$ cat config.mk
export PLATFORM = sky130hd
export DESIGN_NAME = div_req_ctrl
export DESIGN_NICKNAME = d
export VERILOG_FILES = /design/src/rtl/div_req_ctrl.sv
export SDC_FILE = /design/constraint.sdc
export NUM_CORES = 1
export LEC_CHECK = 0
export ABC_AREA = 0
export CAP_MARGIN = 20
export CORE_MARGIN = 1.5
export CORE_UTILIZATION = 37
export CTS_CLUSTER_DIAMETER = 50
export DETAILED_ROUTE_END_ITERATION = 12
export HOLD_SLACK_MARGIN = 0.05
export PLACE_DENSITY = 0.77
export RECOVER_POWER = 50
export SYNTH_ARGS = -nofsm -noshare
export SYNTH_HDL_FRONTEND = slang
export SYNTH_SLANG_ARGS = --single-unit
export TNS_END_PERCENT = 50
$ cat constraint.sdc
create_clock -name clk -period 2.3 [get_ports clk]
set_clock_uncertainty 0.2 [all_clocks]
set_input_delay 0.46 -clock clk [delete_from_list [all_inputs] [get_ports clk]]
set_output_delay 0.46 -clock clk [all_outputs]
set_load 0.01 [all_outputs]
$ cat src/rtl/div_req_ctrl.sv
// Request/response front end for an iterative divider: captures one request,
// resolves divide-by-zero and signed overflow locally, otherwise launches the divider.
module div_req_ctrl #(
    parameter int unsigned PARALLELISM = 32
) (
    input  logic                   clk,
    input  logic                   rst_n,

    input  logic                   req_valid,
    output logic                   req_ready,
    input  logic [1:0]             req_op,
    input  logic [3:0]             req_tag,
    input  logic [PARALLELISM-1:0] req_a,
    input  logic [PARALLELISM-1:0] req_b,

    output logic                   div_valid,
    output logic                   div_usigned,
    output logic [PARALLELISM-1:0] div_dividend,
    output logic [PARALLELISM-1:0] div_divisor,
    input  logic [PARALLELISM-1:0] div_quotient,
    input  logic [PARALLELISM-1:0] div_reminder,
    input  logic                   div_res_ready,

    output logic                   rsp_valid,
    input  logic                   rsp_ready,
    output logic [PARALLELISM-1:0] rsp_data,
    output logic [3:0]             rsp_tag,
    output logic                   rsp_special
);

    localparam int unsigned W = PARALLELISM;
    localparam logic [W-1:0] INT_MIN = {1'b1, {(W-1){1'b0}}};

    typedef enum logic [1:0] {
        ST_IDLE,
        ST_LAUNCH,
        ST_WAIT,
        ST_RESP
    } state_t;

    state_t         state_q, state_d;
    logic [1:0]     op_q, op_d;
    logic [3:0]     tag_q, tag_d;
    logic [W-1:0]   a_q, a_d;
    logic [W-1:0]   b_q, b_d;
    logic [W-1:0]   rsp_data_q, rsp_data_d;
    logic           rsp_special_q, rsp_special_d;

    logic           b_zero;
    logic           signed_ovf;

    // Special cases are decided from the live request so the response is ready one cycle later.
    assign b_zero     = (req_b == '0);
    assign signed_ovf = !req_op[0] && (req_a == INT_MIN) && (req_b == '1);

    always_comb begin
        state_d       = state_q;
        op_d          = op_q;
        tag_d         = tag_q;
        a_d           = a_q;
        b_d           = b_q;
        rsp_data_d    = rsp_data_q;
        rsp_special_d = rsp_special_q;

        case (state_q)
            ST_IDLE: begin
                if (req_valid) begin
                    op_d  = req_op;
                    tag_d = req_tag;
                    a_d   = req_a;
                    b_d   = req_b;
                    if (b_zero) begin
                        rsp_data_d    = req_op[1] ? req_a : '1;
                        rsp_special_d = 1'b1;
                        state_d       = ST_RESP;
                    end else if (signed_ovf) begin
                        rsp_data_d    = req_op[1] ? '0 : req_a;
                        rsp_special_d = 1'b1;
                        state_d       = ST_RESP;
                    end else begin
                        state_d = ST_LAUNCH;
                    end
                end
            end
            ST_LAUNCH: begin
                state_d = ST_WAIT;
            end
            ST_WAIT: begin
                if (div_res_ready) begin
                    rsp_data_d    = op_q[1] ? div_reminder : div_quotient;
                    rsp_special_d = 1'b0;
                    state_d       = ST_RESP;
                end
            end
            ST_RESP: begin
                if (rsp_ready) begin
                    state_d = ST_IDLE;
                end
            end
            default: begin
                state_d = ST_IDLE;
            end
        endcase
    end

    always_ff @(posedge clk) begin
        if (!rst_n) begin
            state_q       <= ST_IDLE;
            op_q          <= '0;
            tag_q         <= '0;
            a_q           <= '0;
            b_q           <= '0;
            rsp_data_q    <= '0;
            rsp_special_q <= 1'b0;
        end else begin
            state_q       <= state_d;
            op_q          <= op_d;
            tag_q         <= tag_d;
            a_q           <= a_d;
            b_q           <= b_d;
            rsp_data_q    <= rsp_data_d;
            rsp_special_q <= rsp_special_d;
        end
    end

    assign req_ready    = (state_q == ST_IDLE);
    assign div_valid    = (state_q == ST_LAUNCH);
    assign rsp_valid    = (state_q == ST_RESP);
    assign div_usigned  = op_q[0];
    assign div_dividend = a_q;
    assign div_divisor  = b_q;
    assign rsp_data     = rsp_data_q;
    assign rsp_tag      = tag_q;
    assign rsp_special  = rsp_special_q;

endmodule
# Word level (Yosys, flattened, before mapping)
# Cells that the tools add are included.
[classes]
n_eq_ne = 9
mux = 19
n_reduce_logical = 9
[ops]
columns = ["operator", "n"]
rows = [
  ["two-way mux 32 bit", 7],
  ["equality test 32 bit (second input constant)", 2],
  ["one-hot mux 32 bit (2 select lines)", 1],
  ["zero test 32 bit", 1],
  ["two-way mux 2 bit", 5],
  ["one-hot mux 2 bit (4 select lines)", 1],
  ["equality test 2 bit (second input constant)", 2],
  ["two-way mux 1 bit", 4],
  ["!= test 2 bit (second input constant)", 2],
  ["AND reduction 4 bit", 1],
  ["!= test 3 x 1 -> 1 bit (second input constant)", 1],
  ["AND reduction 3 bit", 1],
  ["equality test 2 x 1 -> 1 bit (second input constant)", 1],
  ["logical AND 1 bit", 2],
  ["zero test 2 bit", 1],
  ["!= test 2 x 1 -> 1 bit (second input constant)", 1],
  ["one-hot mux 1 bit (2 select lines)", 1],
  ["AND reduction 2 bit", 1],
  ["nonzero test 2 bit", 1],
  ["zero test 1 bit", 1],
]
[totals]
ff_bits = 105
out_inout_bits = 105

# Logic depth before layout (Yosys ltp)
# Gate-level depths: netlist (run 1).
[logic_depth]
word_depth = 7
depth_mapped = 10
depth_no_buf = 7

# Worst setup path after synthesis (run 1)
# OpenSTA, ideal clock, no wires.
[synth_path]
kind = "input to register"
start = "input req_a[0]"
end = "register rsp_data_q[10] (netlist: rsp_data[10])"
arrival_time_ps = 2084
path_slack_ps = -108
stages = 8
path_buffers = 2
cell_sequence = "or4b_1 nor4_1 nand4_1 nor3_4 or2_1 buf_2 buf_6 a31oi_1"
[synth_via]
elab_chain_len = 5
[synth_lines]
columns = ["item", "line_no", "text"]
rows = [
  ["start, declared", "13", "input logic [PARALLELISM-1:0] req_a,"],
  ["equality test 32 bit", "54", "assign signed_ovf = !req_op[0] && (req_a == INT_MIN) && (req_b == '1);"],
  ["logical AND 1 bit (2 in series)", "54", ""],
  ["!= test 3 x 1 -> 1 bit (no line)", "-", ""],
  ["AND reduction 4 bit (no line)", "-", ""],
  ["end signal, assigned", "121", "rsp_data_q <= rsp_data_d;"],
  ["end, declared", "46", "logic [W-1:0] rsp_data_q, rsp_data_d;"],
]
# No other way between the ends.
# A chain may end at the register's enable or synchronous reset.

# Worst setup path in the final report (run 1)
[layout_path]
start = "input req_a[7]"
end = "register rsp_data_q[26] (netlist: rsp_data[26])"
# Same word-level chain as after synthesis.

==> results of run 1 <==
[layout make-up]
class | count | area share, %
Antenna cell | 1 | 0.0285
Timing Repair Buffer | 344 | 37.6
Tap cell | 176 | 2.51
Multi-Input combinational cell | 470 | 32.8
Sequential cell | 105 | 23.9
Inverter | 6 | 0.256
Clock buffer | 12 | 2.81
Clock inverter | 1 | 0.0570
[worst register-to-register path, cell delays in order, from the launching register on]
cell and delay [ns]:
dfxtp_1 0.38, inv_1 0.08, ha_1 0.27, a22oi_1 0.23
o21ai_0 0.12, buf_4 0.17, nor3_4 0.18, buf_4 0.14
or2_4 0.18, buf_8 0.16, a31oi_1 0.09
[routing by layer]
| metal | up-vias | GRT usage, % | wire [um] |
|---|---|---|---|
| met1 | 2725 | 31.8 | 7970 |
| met3 | 48 | 6.46 | 1560 |
| met5 | - | 0 | 0 |
| li1 | 2839 | - | - |
| met4 | 0 | 12.7 | 713 |
| met2 | 281 | 44.1 | 9210 |
[synth_stat cells (2+ instances only)]
cell type	count	area, um^2
nor2_1	28	105
buf_6	3	33.8
o21ai_0	13	65.1
mux2_2	32	360
dfxtp_1	105	2100
or4bb_1	2	22.5
nor4_1	14	87.6
inv_1	5	18.8
buf_2	4	20.0
nand2_1	195	732
nand4_1	9	56.3
a21oi_1	37	185
ha_1	4	50.1
a211o_1	21	184
o31ai_1	32	240
a31oi_1	32	200
a21boi_0	36	270
clkbuf_1	48	180
[registers in the layout, indices dropped and copies added (netlist names)]
name,count
state_q,2
div_divisor,32
rsp_tag,4
div_dividend,32
rsp_special,1
op_q,2
rsp_data,32
[where the power goes]
part	switching [mW]	total (mW)	leakage, nW	internal [mW]
Combinational	1.79	3.53	2.50	1.74
Clock	0.654	1.40	0.124	0.746
Sequential	0.207	2.42	0.861	2.21
Total	2.65	7.35	3.49	4.70
[through the flow]
stage	worst slack (ns)	hold slack (ns)
final	-0.146	0.199
after floorplan	-0.0687	0.281
after detailed placement	-0.960	0.245
after CTS	-0.112	0.182
after global placement	-0.870	0.240
after global routing	-0.270	0.231
[logic make-up (layout without fill, tap and decap cells)]
kind of cell               Yosys count  in the layout  synth area share [%]
other                                0              1                     0
DFF                                105            105                  41.6
AOI/OAI and AO/OA                  176            176                  23.5
buffers and inverters               61            363                  5.08
muxes                               32             32                  7.14
adders and majority gates            4              4                 0.991
and+or+nand+nor                    258            258                  21.6
[worst max-delay path by stage]
stage	slack (ns)	depth (start not counted)	to
floorplan	-0.07	8	rsp_data[10]$_SDFFE_PN0P_
global placement	-0.87	9	rsp_data[10]$_SDFFE_PN0P_
detailed placement	-0.96	9	rsp_data[8]$_SDFFE_PN0P_
CTS	-0.11	11	rsp_data[8]$_SDFFE_PN0P_
global route	-0.27	9	rsp_data[9]$_SDFFE_PN0P_
finish	-0.15	9	rsp_data[26]$_SDFFE_PN0P_
[what timing repair did]
action,4_1_cts,5_1_grt
gates cloned,4,0
hold buffers,0,0
pin swaps,26,13
setup endpoints to repair,35,35
gates resized for setup,126,31
setup buffers,9,1
==> results.json, run 1 <==
{
  "cts_tree": "yes",
  "min_from": "req_b[26]",
  "io_pins": 244,
  "clkLatencyLatePin_ns": 0.35,
  "final_common_cell": "nand2_1",
  "hold_class": "primary input to flip-flop",
  "clkTransAtPathRegs_ns": 0.07,
  "period_share_pct": 106,
  "clock-sinks": 105,
  "place_inst": 1088,
  "power_mw": 7.35,
  "die_y_um": 120,
  "syn_inst": 636,
  "drt_first_pass_iters": 5,
  "crit_path_end_kind": "flip-flop",
  "synth-warning-count": 0,
  "n_fill_cell": 1139,
  "reg2reg_from": "state_q[0]$_SDFFE_PN0P_",
  "drt_wl_total_mm": 19.5,
  "min_path_cells": 3,
  "path_buf_inv": 3,
  "numCtsBuffers": 9,
  "max_clock_freq_mhz": 409,
  "rows": 42,
  "power-per-cell-area_nw_per_um2": 837,
  "gp_congestion": 0.840,
  "dr.first_iter.drc_count": 438,
  "violations": "setup timing",
  "status": "finished with violations",
  "rrSetupSlack_ns": -0.02,
  "grt_pass1_vias": 5594,
  "cp_cell_sequence": "buf_6 > or4_4 > nor4_4 > nand4_1 > nor3_4 > buf_4 > or2_4 > buf_8 > a31oi_1",
  "final_nets": 1079,
  "num_vias": 5893,
  "drive_gt1_share_pct": 20.6,
  "synth_cell_type_count": 34,
  "vias_per_cell": 5.29,
  "synth_fp_nets": 779,
  "multi_input_area_um2": 2890,
  "area_growth_pct": 74.1,
  "arrival_ns": 2.48,
  "hold_viol": 0,
  "grt_util_all_layers_pct": 26.4,
  "portBuffers": 243,
  "yosys_most_used_dff": "dfxtp_1",
  "route.antenna.remaining_nets": 0,
  "crit_family": "simple AND/OR/NAND/NOR gates",
  "cts-root-buf": "clkbuf_16",
  "cp_slowest_stage_delay_ns": 0.56,
  "fin_crit_ns": 2.45,
  "wl_per_cell_um": 17.4,
  "holdPathEnd": "div_divisor[26]$_SDFFE_PN0P_",
  "grt_overflow": 0,
  "r2r_end": "rsp_data[26]$_SDFFE_PN0P_",
  "final-max-slew-violation-count": 0,
  "fin_util_pct": 66.1,
  "dp_hpwl_mm": 13.7,
  "ys_seq_area_share_pct": 41.6,
  "antenna_found_initial": 1,
  "design.core.area_um2": 13300,
  "cts_buffer_depth": 2,
  "peakVddDrop_uv": 391,
  "critPathRequiredTime_ns": 2.33,
  "tightestPinTransition_ns": 0.770,
  "design_area_um2": 8790,
  "async_reset_ff_share_pct": 0,
  "maxCapViolCount": 0,
  "htreeDepth": 3,
  "grt_max_degree": 50,
  "path_max_fanout": 12,
  "synth_edf_count": 0,
  "path_class": "primary input to flip-flop",
  "max_slew_margin_pct": 48.6,
  "synth-seq-cells": 105,
  "grt_pass1_wl_mm": 29.4,
  "r2r_cells": 10,
  "final_cell_count_no_fill": 1115,
  "setup_slack_ns": -0.146,
  "cp-start-kind": "primary input",
  "crit_slowest_cell": "or4_4",
  "setup_tns_ns": -4.10,
  "power_leakage_nw": 3.49,
  "drc": 0,
  "rsz0062_at_grt": "true",
  "start_util_pct": 38.0,
  "die_width_um": 120,
  "finalSetupViolCount": 34,
  "crit_path_start": "req_a[7]",
  "final_cell_mix": "nand2_1, clkdlybuf4s50_1, dfxtp_1, buf_4",
  "regArea_um2": 2100,
  "die-area_um2": 14400,
  "placedInstanceArea_um2": 8220,
  "syn_area_um2": 5050,
  "postSynthAreaPerCell_um2": 7.94
}
No activity file was read; power rests on OpenSTA's default activity.
==> run 2, diff against run 1 <==
==> constraint.sdc (replaced) <==
create_clock -name clk -period 2.3 [get_ports clk]
set_clock_uncertainty 0.2 [all_clocks]
set_input_delay 0.46 -clock clk [delete_from_list [all_inputs] [get_ports clk]]
set_output_delay 0.46 -clock clk [all_outputs]
set_load 0.005 [all_outputs]
==> run 2 against run 1 <==
Compared with the run above:
- the run still ends with setup timing left
- register-to-register slack about the same
- cell count unchanged
- worst setup slack is essentially flat
- first-iteration DRC count grew 0.46%
- sequential power is essentially flat
- combinational power fell by 4%
- clock power about the same
- die area unchanged
- core utilization barely moved
- sequential share of layout area hardly changed
- worst hold slack better by 0.00061 ns
- non-clock buffer count did not move
- critical path type unchanged
- critical endpoint unchanged
==> results.json, run 2 (same netlist as run 1, synthesis figures left out) <==
{
  "hold_viol": 0,
  "die_width_um": 120,
  "design_area_um2": 8780,
  "grt_pass1_wl_mm": 29.4,
  "final_common_cell": "nand2_1",
  "dp_hpwl_mm": 13.7,
  "start_util_pct": 38.0,
  "r2r_end": "rsp_data[26]$_SDFFE_PN0P_",
  "wl_per_cell_um": 17.4,
  "gp_congestion": 0.840,
  "num_vias": 5899,
  "grt_overflow": 0,
  "peakVddDrop_uv": 385,
  "setup_slack_ns": -0.146,
  "arrival_ns": 2.48,
  "final_cell_mix": "nand2_1, clkdlybuf4s50_1, dfxtp_1, buf_4",
  "dr.first_iter.drc_count": 440,
  "vias_per_cell": 5.29,
  "power_mw": 7.20,
  "r2r_cells": 10,
  "numCtsBuffers": 9,
  "die-area_um2": 14400,
  "max_clock_freq_mhz": 409,
  "maxCapViolCount": 0,
  "crit_path_end_kind": "flip-flop",
  "rrSetupSlack_ns": -0.02,
  "power-per-cell-area_nw_per_um2": 820,
  "cts-root-buf": "clkbuf_16",
  "rows": 42,
  "holdPathEnd": "div_divisor[26]$_SDFFE_PN0P_",
  "design.core.area_um2": 13300,
  "grt_util_all_layers_pct": 26.4,
  "die_y_um": 120,
  "tightestPinTransition_ns": 0.771,
  "status": "finished with violations",
  "min_path_cells": 3,
  "rsz0062_at_grt": "true",
  "fin_crit_ns": 2.45,
  "critPathRequiredTime_ns": 2.33,
  "route.antenna.remaining_nets": 0,
  "antenna_found_initial": 1,
  "clock-sinks": 105,
  "hold_class": "primary input to flip-flop",
  "violations": "setup timing",
  "path_max_fanout": 12,
  "io_pins": 244,
  "max_slew_margin_pct": 48.6,
  "power_leakage_nw": 3.48,
  "cts_buffer_depth": 2,
  "cts_hold_buf": 0,
  "finalSetupViolCount": 34,
  "placedInstanceArea_um2": 8220,
  "grt_max_degree": 50,
  "final_nets": 1079,
  "path_class": "primary input to flip-flop",
  "clkLatencyLatePin_ns": 0.35,
  "drc": 0,
  "grt_pass1_vias": 5594,
  "period_share_pct": 106,
  "cp-start-kind": "primary input",
  "htreeDepth": 3,
  "area_growth_pct": 74.0,
  "final-max-slew-violation-count": 0,
  "reg2reg_from": "state_q[0]$_SDFFE_PN0P_",
  "dp_slack_ns": -0.960,
  "min_from": "req_b[26]",
  "drive_gt1_share_pct": 20.6,
  "portBuffers": 243,
  "cts_tree": "yes",
  "drt_wl_total_mm": 19.5,
  "drt_first_pass_iters": 5,
  "clkTransAtPathRegs_ns": 0.07
}
-- run 2: worst max path at each step --
stage / startpoint / end / slack [ns] / cells past startpoint
after floorplan: req_a[0] / rsp_data[10]$_SDFFE_PN0P_ / -0.07 / 8
after CTS: req_a[16] / rsp_data[8]$_SDFFE_PN0P_ / -0.11 / 11
after global placement: req_a[7] / rsp_data[10]$_SDFFE_PN0P_ / -0.87 / 9
after detailed placement: req_a[7] / rsp_data[8]$_SDFFE_PN0P_ / -0.96 / 9
final: req_a[7] / rsp_data[26]$_SDFFE_PN0P_ / -0.15 / 9
after global routing: req_b[1] / rsp_data[9]$_SDFFE_PN0P_ / -0.27 / 9
-- run 2: per-stage QoR --
step           instances  hold WS (ns)  TNS (ns)  utilization, %
5_1_grt             1115         0.231     -7.78            66.1
2_1_floorplan        636         0.253     -2.08               -
4_1_cts             1113         0.182     -3.04            66.1
6_report            1115         0.200     -4.11            66.1
3_5_place_dp        1088         0.245    -31.47            61.8
3_3_place_gp        1088         0.240    -29.10            61.8
-- run 2: layout make-up --
class | count | area (um^2)
Fill cell | 1140 | 4510
Multi-Input combinational cell | 470 | 2890
Clock buffer | 12 | 246
Antenna cell | 1 | 2.50
Tap cell | 176 | 220
Inverter | 6 | 22.5
Clock inverter | 1 | 5.00
Timing Repair Buffer | 344 | 3300
Sequential cell | 105 | 2100
-- run 2: report_power, final --
part	switching (mW)	internal (mW)	leakage [nW]
sequential	0.206	2.21	0.861
combinational	1.64	1.74	2.50
clock	0.653	0.746	0.124
-- run 2: critical path: stages --
cell and delay [ns]:
buf_6 0.09, or4_4 0.56, nor4_4 0.33, nand4_1 0.21, nor3_4 0.25, buf_4 0.14
or2_4 0.18, buf_8 0.16, a31oi_1 0.09
-- run 2: layer usage --
| metal | global-route usage (%) | vias to the layer above | share of wire [%] |
|---|---|---|---|
| met5 | 0 | - | 0 |
| met4 | 12.7 | 0 | 3.7 |
| met3 | 6.46 | 50 | 8.1 |
| met2 | 44.1 | 287 | 47 |
| met1 | 31.8 | 2723 | 41 |
| li1 | - | 2839 | - |
-- run 2: repair_timing --
item,4_1_cts,5_1_grt
buffers inserted,9,1
pin swaps,26,13
resized for setup,126,30
setup endpoints to repair,35,34
cloned,4,0
==> run 3, diff against run 2 <==
--- a/config.mk
+++ b/config.mk
@@ -8,11 +8,12 @@
 export ABC_AREA = 0
 export CAP_MARGIN = 20
 export CORE_MARGIN = 1.5
-export CORE_UTILIZATION = 37
+export CORE_UTILIZATION = 38
+export CTS_BUF_LIST = sky130_fd_sc_hd__clkbuf_8
 export CTS_CLUSTER_DIAMETER = 50
 export DETAILED_ROUTE_END_ITERATION = 12
 export HOLD_SLACK_MARGIN = 0.05
-export PLACE_DENSITY = 0.77
+export PLACE_DENSITY = 0.79
 export RECOVER_POWER = 50
 export SYNTH_ARGS = -nofsm -noshare
 export SYNTH_HDL_FRONTEND = slang
==> run 3 against run 2 <==
Compared with the run above:
- the flow still finishes with violations (setup timing)
- cell count rose by 0.36%
- register-to-register slack barely moved
- clock-buffer cell count is 1 lower
- core utilization grew 3.1 points
- combinational power rose by 6.2%
- first-iteration DRC count fell by 5.5%
- worst hold slack worse by 0.083 ns
- global-route usage up 1.0 points
- critical endpoint is now rsp_data[11]$_SDFFE_PN0P_
- largest cell class unchanged
==> results.json, run 3 (same netlist as run 1, synthesis figures left out) <==
{
  "path_max_fanout": 6,
  "max_slew_margin_pct": 62.1,
  "peakVddDrop_uv": 373,
  "grt_pass1_wl_mm": 30.5,
  "cp-start-kind": "primary input",
  "diodes": 0,
  "path_class": "primary input to flip-flop",
  "io_pins": 244,
  "status": "finished with violations",
  "hold_class": "primary input to flip-flop",
  "clkLatencyLatePin_ns": 0.37,
  "grt_util_all_layers_pct": 27.4,
  "die_y_um": 118,
  "area_growth_pct": 75.1,
  "dr.first_iter.drc_count": 416,
  "tightestPinTransition_ns": 0.569,
  "grt_max_degree": 48,
  "antenna_found_initial": 0,
  "n_fill_cell": 1031,
  "critPathRequiredTime_ns": 2.41,
  "arrival_ns": 2.48,
  "grt_pass1_vias": 5779,
  "crit_path_end_kind": "flip-flop",
  "final_nets": 1087,
  "vias_per_cell": 5.37,
  "cts_buffer_depth": 2,
  "portBuffers": 243,
  "clkTransAtPathRegs_ns": 0.10,
  "dp_slack_ns": -0.848,
  "cts-root-buf": "clkbuf_8",
  "clock-sinks": 105,
  "start_util_pct": 39.5,
  "cts_tree": "yes",
  "die-area_um2": 14000,
  "final_common_cell": "nand2_1",
  "fin_util_pct": 69.2,
  "design.core.area_um2": 12800,
  "gp_congestion": 0.817,
  "final-max-slew-violation-count": 0,
  "period_share_pct": 103,
  "num_vias": 6004,
  "drt_wl_total_mm": 20.2,
  "multi_input_area_um2": 2930,
  "rows": 41,
  "power_leakage_nw": 3.48,
  "wl_per_cell_um": 18.1,
  "finalSetupViolCount": 22,
  "power-per-cell-area_nw_per_um2": 803,
  "maxCapViolCount": 0,
  "setup_tns_ns": -0.949,
  "dp_hpwl_mm": 13.7,
  "fin_crit_ns": 2.37,
  "rsz0062_at_grt": "true",
  "numCtsBuffers": 9,
  "setup_slack_ns": -0.0732,
  "hold_viol": 0,
  "route.antenna.remaining_nets": 0,
  "violations": "setup timing",
  "grt_overflow": 0,
  "htreeDepth": 3,
  "drt_first_pass_iters": 5,
  "die_width_um": 118,
  "drc": 0,
  "regArea_um2": 2100,
  "drive_gt1_share_pct": 23.3,
  "max_clock_freq_mhz": 421,
  "final_cell_mix": "nand2_1, clkdlybuf4s50_1, dfxtp_1, buf_4"
}
run 3: worst paths after layout:
check	slack (ns)	end	start	depth (start not counted)
max	-0.07	rsp_data[11]$_SDFFE_PN0P_	req_b[0]	12
min	0.12	state_q[0]$_SDFFE_PN0P_	rst_n	3
max reg2reg	-0.01	rsp_data[11]$_SDFFE_PN0P_	state_q[0]$_SDFFE_PN0P_	12
min reg2reg	0.26	div_divisor[17]$_SDFFE_PN0P_	div_divisor[17]$_SDFFE_PN0P_	2
run 3: cell type report:
| cell class | instances | share of cell area (%) |
|---|---|---|
| inverter | 6 | 0.255 |
| sequential | 105 | 23.8 |
| clock buffer | 11 | 1.71 |
| multi-input combinational | 470 | 33.2 |
| timing repair buffer | 352 | 38.4 |
| clock inverter | 3 | 0.198 |
| tap | 172 | 2.43 |
run 3: layer usage:
metal / share of wire (%) / vias to the layer above / global-route usage [%]
met4: 3.3 / 0 / 10.9
met2: 48 / 308 / 46.9
li1: - / 2849 / -
met5: 0 / - / 0
met3: 8.9 / 45 / 7.82
met1: 40 / 2802 / 32.3
run 3: stage by stage:
stage	cell area (um^2)	hold slack [ns]	total power, mW	instances
final	8840	0.116	7.10	1119
after global routing	8840	0.112	7.48	1119
after CTS	8720	0.103	7.11	1117
after detailed placement	8210	0.247	5.67	1084
after global placement	8210	0.241	5.62	1084
after floorplan	5050	0.253	3.97	636
run 3: report_power, final:
part           total [mW]  switching, mW  internal (mW)
Sequential           2.43          0.216           2.21
Clock                1.08          0.639          0.439
Combinational        3.60           1.72           1.87
run 3: what timing repair did:
item | 4_1_cts | 5_1_grt
hold buffers | 0 | 0
setup endpoints to repair | 34 | 34
cloned | 7 | 2
pin swaps | 24 | 7
hold endpoints to repair | 0 | 0
setup buffers | 13 | 3
resized for setup | 183 | 33
run 3: worst max-delay path, cell delays in order:
cell	delay [ns]
buf_2	0.13
or4bb_1	0.50
nor4_2	0.21
buf_4	0.15
nand4_1	0.14
nor3_4	0.18
buf_6	0.13
buf_6	0.10
buf_6	0.12
buf_12	0.13
o31ai_1	0.08
a31oi_1	0.16
